### src/rtl/spike_rate_encoder_pkg.sv
// spike_rate_encoder_pkg: shared constants, state enum and LFSR step for the rate encoder
package spike_rate_encoder_pkg;
  localparam logic [15:0] LFSR_TAPS = 16'hB400;
  localparam int DEF_NUM_CHANNELS = 4;
  localparam int DEF_CH_ADDR_WIDTH = 2;
  localparam int DEF_INTENSITY_WIDTH = 8;
  localparam int DEF_STEP_WIDTH = 16;
  typedef enum logic [1:0] {IDLE, RUN, DONE} enc_state_e;
  function automatic logic [15:0] lfsr_next(input logic [15:0] s);
    return s[0] ? (s >> 1) ^ LFSR_TAPS : s >> 1;
  endfunction
endpackage

### src/rtl/spike_rate_encoder_if.sv
// spike_rate_encoder_if: host memory port, run control and spike bus of the rate encoder
interface spike_rate_encoder_if
  import spike_rate_encoder_pkg::*;
#(
  parameter int NUM_CHANNELS = DEF_NUM_CHANNELS,
  parameter int CH_ADDR_WIDTH = DEF_CH_ADDR_WIDTH,
  parameter int INTENSITY_WIDTH = DEF_INTENSITY_WIDTH,
  parameter int STEP_WIDTH = DEF_STEP_WIDTH
);
  logic [CH_ADDR_WIDTH-1:0] mem_addr;
  logic [INTENSITY_WIDTH-1:0] mem_din;
  logic mem_wen;
  logic [INTENSITY_WIDTH-1:0] mem_dout;
  logic start;
  logic [STEP_WIDTH-1:0] num_steps;
  logic busy;
  logic done;
  logic [STEP_WIDTH-1:0] step_count;
  logic [NUM_CHANNELS-1:0] spike_out;
  modport master (
    output mem_addr, mem_din, mem_wen, start, num_steps,
    input mem_dout, busy, done, step_count, spike_out
  );
  modport slave (
    input mem_addr, mem_din, mem_wen, start, num_steps,
    output mem_dout, busy, done, step_count, spike_out
  );
endinterface

### src/rtl/spike_rate_encoder_lfsr16.sv
// lfsr16: 16-bit Galois LFSR with seed load and advance, exposing its low bits as a sample
module lfsr16
  import spike_rate_encoder_pkg::*;
#(
  parameter int OUT_WIDTH = 16
) (
  input  logic                 clk,
  input  logic                 rst,
  input  logic                 load,
  input  logic [15:0]          seed,
  input  logic                 advance,
  output logic [OUT_WIDTH-1:0] state
);
  logic [15:0] lfsr_q, lfsr_d;
  always_comb lfsr_d = load ? seed : advance ? lfsr_next(lfsr_q) : lfsr_q;
  always_ff @(posedge clk) lfsr_q <= rst ? seed : lfsr_d;
  assign state = lfsr_q[OUT_WIDTH-1:0];
endmodule

### src/rtl/spike_rate_encoder.sv
// spike_rate_encoder: Bernoulli rate encoder emitting num_steps spike vectors from per-channel intensities
module spike_rate_encoder
  import spike_rate_encoder_pkg::*;
#(
  parameter int NUM_CHANNELS = DEF_NUM_CHANNELS,
  parameter int CH_ADDR_WIDTH = DEF_CH_ADDR_WIDTH,
  parameter int INTENSITY_WIDTH = DEF_INTENSITY_WIDTH,
  parameter int STEP_WIDTH = DEF_STEP_WIDTH,
  parameter logic [15:0] SEED = 16'hACE1
) (
  input logic clk,
  input logic rst,
  spike_rate_encoder_if.slave bus
);
  enc_state_e state_q, state_d;
  logic [STEP_WIDTH-1:0] n_q, n_d, step_q, step_d;
  logic [NUM_CHANNELS-1:0] spike_q, spike_d, hit;
  logic done_q, done_d, load, adv;
  logic [INTENSITY_WIDTH-1:0] dout_q, dout_d;
  logic [INTENSITY_WIDTH-1:0] inten_q [NUM_CHANNELS];
  logic [INTENSITY_WIDTH-1:0] inten_d [NUM_CHANNELS];
  logic [INTENSITY_WIDTH-1:0] sample [NUM_CHANNELS];
  for (genvar g = 0; g < NUM_CHANNELS; g++) begin : g_ch
    lfsr16 #(.OUT_WIDTH(INTENSITY_WIDTH)) u_lfsr (
      .clk(clk), .rst(rst), .load(load), .seed(SEED + 16'(g)),
      .advance(adv), .state(sample[g])
    );
    assign hit[g] = (inten_q[g] == '1) | (sample[g] < inten_q[g]);
  end
  always_comb begin
    load = (state_q == IDLE) && bus.start;
    adv = state_q == RUN;
    state_d = state_q;
    n_d = n_q;
    step_d = step_q;
    spike_d = '0;
    done_d = 1'b0;
    if (load) begin
      n_d = bus.num_steps;
      step_d = '0;
      state_d = (bus.num_steps == '0) ? DONE : RUN;
    end else if (adv) begin
      spike_d = hit;
      step_d = step_q + STEP_WIDTH'(1);
      state_d = (step_q + STEP_WIDTH'(1) == n_q) ? DONE : RUN;
    end else if (state_q == DONE) begin
      done_d = 1'b1;
      state_d = IDLE;
    end
  end
  always_comb begin
    dout_d = '0;
    for (int i = 0; i < NUM_CHANNELS; i++) begin
      inten_d[i] = (bus.mem_wen && int'(bus.mem_addr) == i) ? bus.mem_din : inten_q[i];
      dout_d = (int'(bus.mem_addr) == i) ? inten_q[i] : dout_d;
    end
  end
  always_ff @(posedge clk) begin
    if (rst) begin
      state_q <= IDLE;
      n_q <= '0;
      step_q <= '0;
      spike_q <= '0;
      done_q <= 1'b0;
      dout_q <= '0;
      inten_q <= '{default: '0};
    end else begin
      state_q <= state_d;
      n_q <= n_d;
      step_q <= step_d;
      spike_q <= spike_d;
      done_q <= done_d;
      dout_q <= dout_d;
      inten_q <= inten_d;
    end
  end
  assign bus.mem_dout = dout_q;
  assign bus.busy = state_q != IDLE;
  assign bus.done = done_q;
  assign bus.step_count = step_q;
  assign bus.spike_out = spike_q;
endmodule

### src/flat_wrapper.sv
// flat-port wrapper written by rule: the top's interface ports become plain ports
module spike_rate_encoder_flat import spike_rate_encoder_pkg::*;
#(
  parameter int NUM_CHANNELS = DEF_NUM_CHANNELS,
  parameter int CH_ADDR_WIDTH = DEF_CH_ADDR_WIDTH,
  parameter int INTENSITY_WIDTH = DEF_INTENSITY_WIDTH,
  parameter int STEP_WIDTH = DEF_STEP_WIDTH,
  parameter logic [15:0] SEED = 16'hACE1
)
  (clk, rst, bus_mem_addr, bus_mem_din, bus_mem_wen, bus_start, bus_num_steps, bus_mem_dout, bus_busy, bus_done, bus_step_count, bus_spike_out);
  spike_rate_encoder_if #(.NUM_CHANNELS(NUM_CHANNELS), .CH_ADDR_WIDTH(CH_ADDR_WIDTH), .INTENSITY_WIDTH(INTENSITY_WIDTH), .STEP_WIDTH(STEP_WIDTH)) bus_i ();
  input logic clk;
  input logic rst;
  input wire logic [$bits(bus_i.mem_addr)-1:0] bus_mem_addr;
  input wire logic [$bits(bus_i.mem_din)-1:0] bus_mem_din;
  input wire logic [$bits(bus_i.mem_wen)-1:0] bus_mem_wen;
  input wire logic [$bits(bus_i.start)-1:0] bus_start;
  input wire logic [$bits(bus_i.num_steps)-1:0] bus_num_steps;
  output wire logic [$bits(bus_i.mem_dout)-1:0] bus_mem_dout;
  output wire logic [$bits(bus_i.busy)-1:0] bus_busy;
  output wire logic [$bits(bus_i.done)-1:0] bus_done;
  output wire logic [$bits(bus_i.step_count)-1:0] bus_step_count;
  output wire logic [$bits(bus_i.spike_out)-1:0] bus_spike_out;
  assign bus_i.mem_addr = bus_mem_addr;
  assign bus_i.mem_din = bus_mem_din;
  assign bus_i.mem_wen = bus_mem_wen;
  assign bus_i.start = bus_start;
  assign bus_i.num_steps = bus_num_steps;
  assign bus_mem_dout = bus_i.mem_dout;
  assign bus_busy = bus_i.busy;
  assign bus_done = bus_i.done;
  assign bus_step_count = bus_i.step_count;
  assign bus_spike_out = bus_i.spike_out;
  spike_rate_encoder #(.NUM_CHANNELS(NUM_CHANNELS), .CH_ADDR_WIDTH(CH_ADDR_WIDTH), .INTENSITY_WIDTH(INTENSITY_WIDTH), .STEP_WIDTH(STEP_WIDTH), .SEED(SEED)) u_core (.clk(clk), .rst(rst), .bus(bus_i));
endmodule
### config.mk
export PLATFORM = sky130hd
export DESIGN_NAME = spike_rate_encoder_flat
export DESIGN_NICKNAME = d
export VERILOG_FILES = /design/src/rtl/spike_rate_encoder_pkg.sv /design/src/rtl/spike_rate_encoder_if.sv /design/src/rtl/spike_rate_encoder_lfsr16.sv /design/src/rtl/spike_rate_encoder.sv /design/src/flat_wrapper.sv
export SDC_FILE = /design/constraint.sdc
export NUM_CORES = 1
export LEC_CHECK = 0
export ABC_AREA = 1
export CAP_MARGIN = 20
export CORE_MARGIN = 1.5
export CORE_UTILIZATION = 45
export CTS_CLUSTER_DIAMETER = 30
export DETAILED_ROUTE_END_ITERATION = 8
export PLACE_DENSITY = 0.71
export SLEW_MARGIN = 20
export SYNTH_ARGS = -nofsm -noshare
export SYNTH_HDL_FRONTEND = slang
export SYNTH_HIERARCHICAL = 1
export SYNTH_SLANG_ARGS = --single-unit
### constraint.sdc
create_clock -name clk -period 2.2 [get_ports clk]
set_clock_uncertainty 0.2 [all_clocks]
set_input_delay 0.22 -clock clk [delete_from_list [all_inputs] [get_ports clk]]
set_output_delay 0.22 -clock clk [all_outputs]
set_load 0.005 [all_outputs]
==> results.md, run 1 <==
- Tmin final: 1.996 ns
- Required @ worst endpoint: 2.32 ns
- Io pins: 60
- Register area share after synthesis: 45.68%
- Switching power as a share of total power: 27.76%
- Die footprint: 17840 sq um
- Crit. End Element: register
- Total of endpoints with negative setup slack in the final report: 0
- Synth unique cells: 30
- Share of power burned in combinational logic: 16.3%
- Final clock period utilization by the worst path: 90.72%
- Detailed-router iteration count before antenna repair: 5
- Area delta synth->final: 19.67%
- Timing-limited maximum frequency: 501.1 MHz
- Number of post-CTS setup repair buffers: 0
- Final cell count without fillers: 1334
- Async set or reset register ratio after synthesis: 0%
- Antenna cells: 0
- Minimum setup slack among reg-to-reg paths: 0.20 ns
- Largest fanout on the critical path: 10
- Count of standard-cell rows: 47
- Post-synth design cell area: 7670 sq um
- Max rail drop VDD: 0.0006064 V
- Commonest non-fill, non-tap cells in the layout: 303 x sky130_fd_sc_hd__nand2_1, 135 x sky130_fd_sc_hd__inv_1, 79 x sky130_fd_sc_hd__dfxtp_1
- P_sw: 1.973 mW
- Count of nets after finishing: 1160
- Commonest non-fill, non-tap cell in the layout: sky130_fd_sc_hd__nand2_1
- Number of global-route vias before repair: 5963
- TritonCTS clock tree: built
- Placed Instances: 1302
- RSZ-0062 raised after global routing: no
- Part of the total power dissipated in sequential elements: 45.9%
- Avg Inst Size Synth: 7.763 sq um
- Final weighted congestion of routability-driven global placement: 0.8559
- Clock latency reported for the late side of the worst-skew pair: 0.42 ns
- Number of instances in the synthesized netlist: 988
- GRT overflow: 0
- Setup TNS: 0 ns
- Leakage power of the design: 4.242 nW
- Max H-tree Level: 4
- Clock Sink Count: 143
- Root buffer selected by CTS: sky130_fd_sc_hd__clkbuf_16
- Yosys reg bits: 143
- Post-cts hold buffer count: 0
- Die boundary width: 133.6 microns
- Global-route wire length before repair: 28.29 mm
- Clock share of power: 37.8%
- Crit path arrival time: 2.11 ns
- Warnings from Yosys: 6
- Clock edge transition at the registers on the reported setup and hold paths: 0.06 ns
- Result of the run: finished clean
- Kind of critical path: register to register
- Number of gates given a new drive strength after cts: 0
- Pin count of the biggest net entering global routing: 41
- Number of antenna violations at the first check in global routing: 0
- Average detailed-routed wire length per instance: 12.66 microns
- Sort of element at the start of the critical path: register
- Initial Utilization: 46.09%
- Final Max Slew Viols: 0
- Core utilization of the finished layout: 55.15%
- Number of hold violations in the final report: 0
- Die Height: 133.6 microns
- Number of buffers inserted during clock tree synthesis: 17
- Total vias in the final route: 6323
- Worst min path class: input pin to register
- Post-synth EDFFs: 64
- Vias per inst: 4.740
- Power Dens Cells: 774.3 nW/um^2
- Internal power: 5.134 mW
- Total Routing Usage GR: 19.98%
- Area of the placeable core: 16640 sq um
- Routed wire length: 16.88 mm
- Starting DRT DRC Count: 400
- Post-route DRC violation count: 0
- Fraction of layout instances using a drive strength above 1: 7.810%
- Antenna Violating Nets Remaining: 0
- Clk buf depth: 2
- Max capacitance violation total: 0
- Port-buffer cells: 59
- Most used flip-flop cell after synthesis: sky130_fd_sc_hd__dfxtp_1
- Dpl hpwl: 12.13 mm
## synthesized netlist by cell type, types with 12 or more instances
cell type,count,share of area (%)
sky130_fd_sc_hd__buf_4,36,3.5
sky130_fd_sc_hd__ha_1,29,4.7
sky130_fd_sc_hd__nor2_1,34,1.7
sky130_fd_sc_hd__nor4_1,12,0.98
sky130_fd_sc_hd__dfxtp_1,79,21
sky130_fd_sc_hd__edfxtp_1,64,25
sky130_fd_sc_hd__inv_1,135,6.6
sky130_fd_sc_hd__nand3_1,54,3.5
sky130_fd_sc_hd__a21oi_1,73,4.8
sky130_fd_sc_hd__nand4_1,14,1.1
sky130_fd_sc_hd__nand2_1,303,15
sky130_fd_sc_hd__clkbuf_1,15,0.73
sky130_fd_sc_hd__o21ai_0,71,4.6
## area by class of cell
cell class / count / area [sq um]
Fill cell: 1530 / 7463
Clock buffer: 19 / 432.9
Tap cell: 220 / 275.3
Sequential cell: 143 / 3503
Multi-Input combinational cell: 711 / 3498
Clock inverter: 13 / 113.9
Inverter: 141 / 529.3
Timing Repair Buffer: 87 / 825.8
## sequential cells by signal (all words and copies together), names as in the netlist
signal / count
u_core/g_ch.u_lfsr/lfsr_q: 64
u_core/inten_q: 32
u_core/bus.step_count: 16
u_core/n_q: 16
u_core/bus.mem_dout: 8
u_core/bus.spike_out: 4
u_core/state_q: 2
u_core/bus.done: 1
## routing by layer
| metal | vias up | routed length (microns) | global-route usage, % |
|---|---|---|---|
| li1 | 3354 | - | - |
| met1 | 2775 | 8002 | 25.70 |
| met2 | 163 | 7626 | 31.81 |
| met3 | 31 | 839 | 5.061 |
| met4 | 0 | 416 | 8.877 |
| met5 | - | 0 | 0 |
## per-stage QoR
step	worst slack, ns	instance area (sq um)	total power, mW	hold slack, ns
after detailed placement	0.1932	8632	4.464	0.2630
after floorplan	0.1849	7903	4.157	0.09155
after global placement	0.2313	8632	4.427	0.2584
after global routing	0.01115	9179	7.484	0.2770
after CTS	0.2041	9179	7.159	0.2454
final	0.2043	9179	7.107	0.2552
## cell families after synthesis
family | share of synthesized area, %
AO/OA/AOI/OAI | 11.37
XOR/XNOR | 0.8647
adder cells (fa/ha/maj) | 4.731
buffers and inverters | 11.75
flip-flops | 45.68
other | 0.09792
AND/OR/NAND/NOR | 25.51
## critical path, stage by stage (launching register included)
cell	delay, ns
sky130_fd_sc_hd__dfxtp_1	0.33
sky130_fd_sc_hd__ha_1	0.19
sky130_fd_sc_hd__nand2_1	0.17
sky130_fd_sc_hd__nor2_8	0.21
sky130_fd_sc_hd__nand3_2	0.11
sky130_fd_sc_hd__nand3_1	0.09
sky130_fd_sc_hd__nand2_1	0.05
sky130_fd_sc_hd__nor2_1	0.08
sky130_fd_sc_hd__nand2_1	0.07
sky130_fd_sc_hd__nor2_1	0.18
sky130_fd_sc_hd__nand3_1	0.11
sky130_fd_sc_hd__nand2_1	0.06
sky130_fd_sc_hd__nand2_1	0.04
## power groups by stage
stage	clock network, mW	logic (mW)	registers (mW)
2_1_floorplan	0	0.889	3.27
3_3_place_gp	0	1.12	3.31
3_5_place_dp	0	1.15	3.31
4_1_cts	2.74	1.16	3.26
5_1_grt	2.85	1.34	3.29
6_report	2.69	1.16	3.26
## final timing paths
check	startpoint	cells after the start	endpoint
setup / recovery	u_core/bus.step_count[0]	12	u_core/state_q[0]
hold / removal	bus_num_steps[4]	3	u_core/n_q[4]
setup reg to reg	u_core/bus.step_count[0]	12	u_core/state_q[0]
hold reg to reg	u_core/state_q[1]	2	u_core/bus.done
Power figures use the tool's default switching activity.
==> inputs of run 2 (changes only) <==
CAP_MARGIN = not set   (was 20)
HOLD_SLACK_MARGIN = 0.02   (was not set)
SETUP_SLACK_MARGIN = 0.1   (was not set)
==> results.md, run 2 (synthesized netlist as in run 1, its figures left out) <==
- Result of the run: finished clean
- TritonCTS clock tree: built
- Commonest non-fill, non-tap cells in the layout: 302 x sky130_fd_sc_hd__nand2_1, 135 x sky130_fd_sc_hd__inv_1, 79 x sky130_fd_sc_hd__dfxtp_1
- Antenna cells: 0
- Hold Worst Slack: 0.2543 ns
- Worst min path class: input pin to register
- Io pins: 60
- Die footprint: 17840 sq um
- Vias per inst: 4.797
- Tmin final: 1.941 ns
- Kind of critical path: register to register
- Detailed-router iteration count before antenna repair: 5
- Clk buf depth: 2
- Fraction of layout instances using a drive strength above 1: 8.244%
- Sort of element at the start of the critical path: register
- Total Routing Usage GR: 19.98%
- Max rail drop VDD: 0.0006108 V
- Worst setup slack after placement: 0.1932 ns
- Count of nets after finishing: 1162
- Initial Utilization: 46.09%
- Final clock period utilization by the worst path: 88.23%
- Average detailed-routed wire length per instance: 12.82 microns
- Post-cts hold buffer count: 0
- Number of global-route vias before repair: 5963
- Dpl hpwl: 12.13 mm
- Max H-tree Level: 4
- Final Max Slew Viols: 0
- Met2 track utilization from global routing: 31.81%
- Setup TNS: 0 ns
- Worst setup margin: 0.2589 ns
- Total vias in the final route: 6409
- Required @ worst endpoint: 2.32 ns
- Regs by FF count: u_core/g_ch.u_lfsr/lfsr_q (64), u_core/inten_q (32)
- GRT overflow: 0
- Total power: 7.116 mW
- Placed Instances: 1302
- RSZ-0062 raised after global routing: no
- Timing-limited maximum frequency: 515.2 MHz
- Core utilization of the finished layout: 55.33%
- Met3 Use GR: 5.061%
- Clock latency reported for the late side of the worst-skew pair: 0.42 ns
- Gr busiest metal: met2
- Commonest non-fill, non-tap cell in the layout: sky130_fd_sc_hd__nand2_1
- Total of endpoints with negative setup slack in the final report: 0
- Post-Layout Inst Area: 9209 sq um
- Final cell count without fillers: 1336
- Global-route wire length before repair: 28.29 mm
- Post-route DRC violation count: 0
- Number of hold violations in the final report: 0
- Number of flip-flops under the largest register name: 64
- Root buffer selected by CTS: sky130_fd_sc_hd__clkbuf_16
- Die boundary width: 133.6 microns
- Antenna Violating Nets Remaining: 0
- Crit path arrival time: 2.06 ns
- Pin count of the biggest net entering global routing: 41
- Clock Sink Count: 143
- Max capacitance violation total: 0
- Port-buffer cells: 59
- Reg with most FFs: u_core/g_ch.u_lfsr/lfsr_q
- Number of antenna violations at the first check in global routing: 0
- Count of standard-cell rows: 47
- Routing usage on met1: 25.70%
- Placed inst area: 8632 sq um
- Area of the placeable core: 16640 sq um
- Largest fanout on the critical path: 4
- Die Height: 133.6 microns
- Routed wire length: 17.13 mm
- Power Dens Cells: 772.7 nW/um^2
- Leakage power of the design: 4.257 nW
- Crit. End Element: register
- Final weighted congestion of routability-driven global placement: 0.8559
- Clock edge transition at the registers on the reported setup and hold paths: 0.06 ns
- Number of buffers inserted during clock tree synthesis: 17
- Starting DRT DRC Count: 429
- Area delta synth->final: 20.07%
## run 2: worst paths after layout
path              slack [ns]                end                      from  cells past startpoint
setup / recovery        0.26  u_core/state_q[0]  u_core/bus.step_count[0]                     12
hold / removal          0.25      u_core/n_q[4]          bus_num_steps[4]                      3
setup reg to reg        0.26  u_core/state_q[0]  u_core/bus.step_count[0]                     12
hold reg to reg         0.26    u_core/bus.done         u_core/state_q[1]                      2
## run 2: metal layers
| layer | vias up | share of wire (%) |
|---|---|---|
| met5 | - | 0 |
| met4 | 0 | 2.5 |
| met3 | 32 | 5.6 |
| met2 | 207 | 45 |
| met1 | 2818 | 47 |
| li1 | 3352 | - |
## run 2: final cells by class
class | count | area, sq um
clock buffer | 19 | 432.9
clock inverter | 13 | 113.9
fill | 1529 | 7433
inverter | 141 | 529.3
multi-input combinational | 713 | 3528
sequential | 143 | 3503
tap | 220 | 275.3
timing repair buffer | 87 | 825.8
## run 2: what timing repair did
item	in CTS	in global routing
endpoints found under the setup margin	0	2
setup buffers	0	0
gates resized for setup	0	4
## run 2: report_power, final
group	switching [mW]	internal (mW)	total, mW
clock	1.14	1.55	2.69
sequential	0.159	3.10	3.26
combinational	0.684	0.481	1.17
## run 2: worst max-delay path: stages, from the launching register on
cell	delay (ns)
sky130_fd_sc_hd__dfxtp_1	0.33
sky130_fd_sc_hd__ha_2	0.23
sky130_fd_sc_hd__nand3_1	0.13
sky130_fd_sc_hd__nor2_2	0.21
sky130_fd_sc_hd__nand2_1	0.10
sky130_fd_sc_hd__nand3_1	0.09
sky130_fd_sc_hd__nand2_1	0.05
sky130_fd_sc_hd__nor2_1	0.08
sky130_fd_sc_hd__nand2_1	0.08
sky130_fd_sc_hd__nor2_2	0.14
sky130_fd_sc_hd__nand3_1	0.09
sky130_fd_sc_hd__nand2_1	0.06
sky130_fd_sc_hd__nand2_1	0.04
==> inputs of run 3 (changes only) <==
CORE_UTILIZATION = 51   (was 45)
PLACE_DENSITY = 0.78   (was 0.71)
clock period = 2.3 ns   (was 2.2 ns; I/O delays follow)
==> results.md, run 3 (synthesized netlist as in run 1, its figures left out) <==
- Dpl hpwl: 12.20 mm
- GRT overflow: 0
- Required @ worst endpoint: 2.41 ns
- Number of hold violations in the final report: 0
- Io pins: 60
- Commonest non-fill, non-tap cells in the layout: 302 x sky130_fd_sc_hd__nand2_1, 135 x sky130_fd_sc_hd__inv_1, 77 x sky130_fd_sc_hd__dfxtp_1
- Die footprint: 15780 sq um
- Largest fanout on the critical path: 6
- Count of nets after finishing: 1155
- Placed Instances: 1259
- Worst min path class: input pin to register
- Root buffer selected by CTS: sky130_fd_sc_hd__clkbuf_16
- Cell depth of the worst setup path: 12
- Final clock period utilization by the worst path: 92.91%
- Starting DRT DRC Count: 505
- Detailed-router iteration count before antenna repair: 5
- Initial Utilization: 52.57%
- Reg with most FFs: u_core/g_ch.u_lfsr/lfsr_q
- Crit path arrival time: 2.25 ns
- Vias per inst: 4.989
- Final cell count without fillers: 1293
- Relative slew margins: 66.04%
- Number of global-route vias before repair: 6093
- Commonest non-fill, non-tap cell in the layout: sky130_fd_sc_hd__nand2_1
- Worst path top cell family by delay: simple AND/OR/NAND/NOR gates
- Max rail drop VDD: 0.0005180 V
- Sort of element at the start of the critical path: register
- Area of the placeable core: 14590 sq um
- Kind of critical path: register to register
- Buffering stage count on the worst path with inverters included: 2
- Worst-case reg-to-reg path depth: 12
- Total of endpoints with negative setup slack in the final report: 0
- Ordered list of cells on the worst path: ha_2, nand2_2, nor2_8, clkbuf_2, buf_4, nand4_1, nand3_1, nand2_1, nand3_1, nor2_2, nand4_1, nand2_1
- Clock Sink Count: 143
- Timing-limited maximum frequency: 468.0 MHz
- Port-buffer cells: 59
- Average detailed-routed wire length per instance: 13.06 microns
- Final weighted congestion of routability-driven global placement: 0.8461
- Leakage power of the design: 4.205 nW
- Number of buffers inserted during clock tree synthesis: 17
- Area delta synth->final: 18.27%
- TritonCTS clock tree: built
- Regs by FF count: u_core/g_ch.u_lfsr/lfsr_q (64), u_core/inten_q (32)
- Number of flip-flops under the largest register name: 64
- Number of antenna violations at the first check in global routing: 0
- Min-Delay Path Depth: 3
- Fraction of layout instances using a drive strength above 1: 7.755%
- Crit-path max cell delay: 0.39 ns
- Setup TNS: 0 ns
- Worst Max-Slew Pin Slew: 0.5080 ns
- Clk buf depth: 2
- Antenna cells: 0
- Max capacitance violation total: 0
- Total Routing Usage GR: 22.62%
- End point of the most critical hold path: u_core/n_q[0]
- Power Dens Cells: 740.7 nW/um^2
- Routed wire length: 16.88 mm
- Pin count of the biggest net entering global routing: 41
- Slowest cell on crit path: sky130_fd_sc_hd__dfxtp_2
- Post-route DRC violation count: 0
- Result of the run: finished clean
- Layout fillers: 1262
- Min-Delay Startpoint: bus_num_steps[0]
- Capture instance of the worst register-to-register path: u_core/state_q[1]
- Worst flop-to-flop path startpoint: u_core/bus.step_count[0]
- Die Height: 125.6 microns
- Tmin final: 2.137 ns
- Total vias in the final route: 6451
- Crit. End Element: register
- Count of standard-cell rows: 44
- Clock edge transition at the registers on the reported setup and hold paths: 0.06 ns
- RSZ-0062 raised after global routing: no
- Final Max Slew Viols: 0
- Post-cts hold buffer count: 0
- Max H-tree Level: 4
- Minimum setup slack among reg-to-reg paths: 0.16 ns
- Antenna Violating Nets Remaining: 0
- Die boundary width: 125.6 microns
- Clock latency reported for the late side of the worst-skew pair: 0.43 ns
- Global-route wire length before repair: 28.75 mm
- Total power: 6.719 mW
run 3: report_power, final:
part | switching, mW | internal (mW) | total, mW
Combinational | 0.649 | 0.446 | 1.09
Sequential | 0.160 | 2.97 | 3.13
Clock | 1.02 | 1.47 | 2.50
Total | 1.83 | 4.89 | 6.72
run 3: worst max-delay path by stage:
stage / from / end / slack, ns
final: u_core/bus.step_count[0] / u_core/state_q[1] / 0.16
after floorplan: u_core/state_q[1] / u_core/g_ch[0].u_lfsr/lfsr_q[0] / 0.28
after CTS: u_core/bus.step_count[0] / u_core/state_q[0] / 0.17
after global placement: u_core/bus.step_count[0] / u_core/state_q[0] / 0.27
after global routing: u_core/bus.step_count[0] / u_core/state_q[0] / 0.04
after detailed placement: u_core/bus.step_count[0] / u_core/state_q[0] / 0.19
run 3: routing by layer:
layer,share of wire [%],up-vias,GRT usage [%]
met2,47,194,36.48
li1,-,3338,-
met3,5.2,25,3.993
met4,2.1,0,9.893
met1,45,2894,30.01
met5,0,-,0
run 3: area by class of cell:
class                   instances  area [sq um]  share of cell area [%]
well taps                     184         230.2                   2.538
clock buffers                  21         440.4                   4.855
repair buffers                 82         760.7                   8.386
flip-flops and latches        143          3506                   38.65
inverters                     141         529.3                   5.834
clock inverters                11         93.84                   1.034
multi-input cells             711          3511                   38.70
run 3: timing repair:
item	CTS	global route
resized for setup	0	6
setup endpoints to repair	0	2
buffers inserted	0	2
run 3: tightest hold or removal path: stages:
cell                              delay (ns)
sky130_fd_sc_hd__clkdlybuf4s50_1        0.42
sky130_fd_sc_hd__o21ai_0                0.16
sky130_fd_sc_hd__nor2_1                 0.04
run 3: through the flow:
stage	hold WS, ns	instance area, sq um	utilization, %	setup slack [ns]
after detailed placement	0.2688	8509	58.33	0.1912
after global placement	0.2614	8509	58.33	0.2736
after floorplan	0.1015	7903	-	0.2849
after CTS	0.2559	9044	61.99	0.1680
after global routing	0.2891	9071	62.18	0.03916
final	0.2704	9071	62.18	0.1632
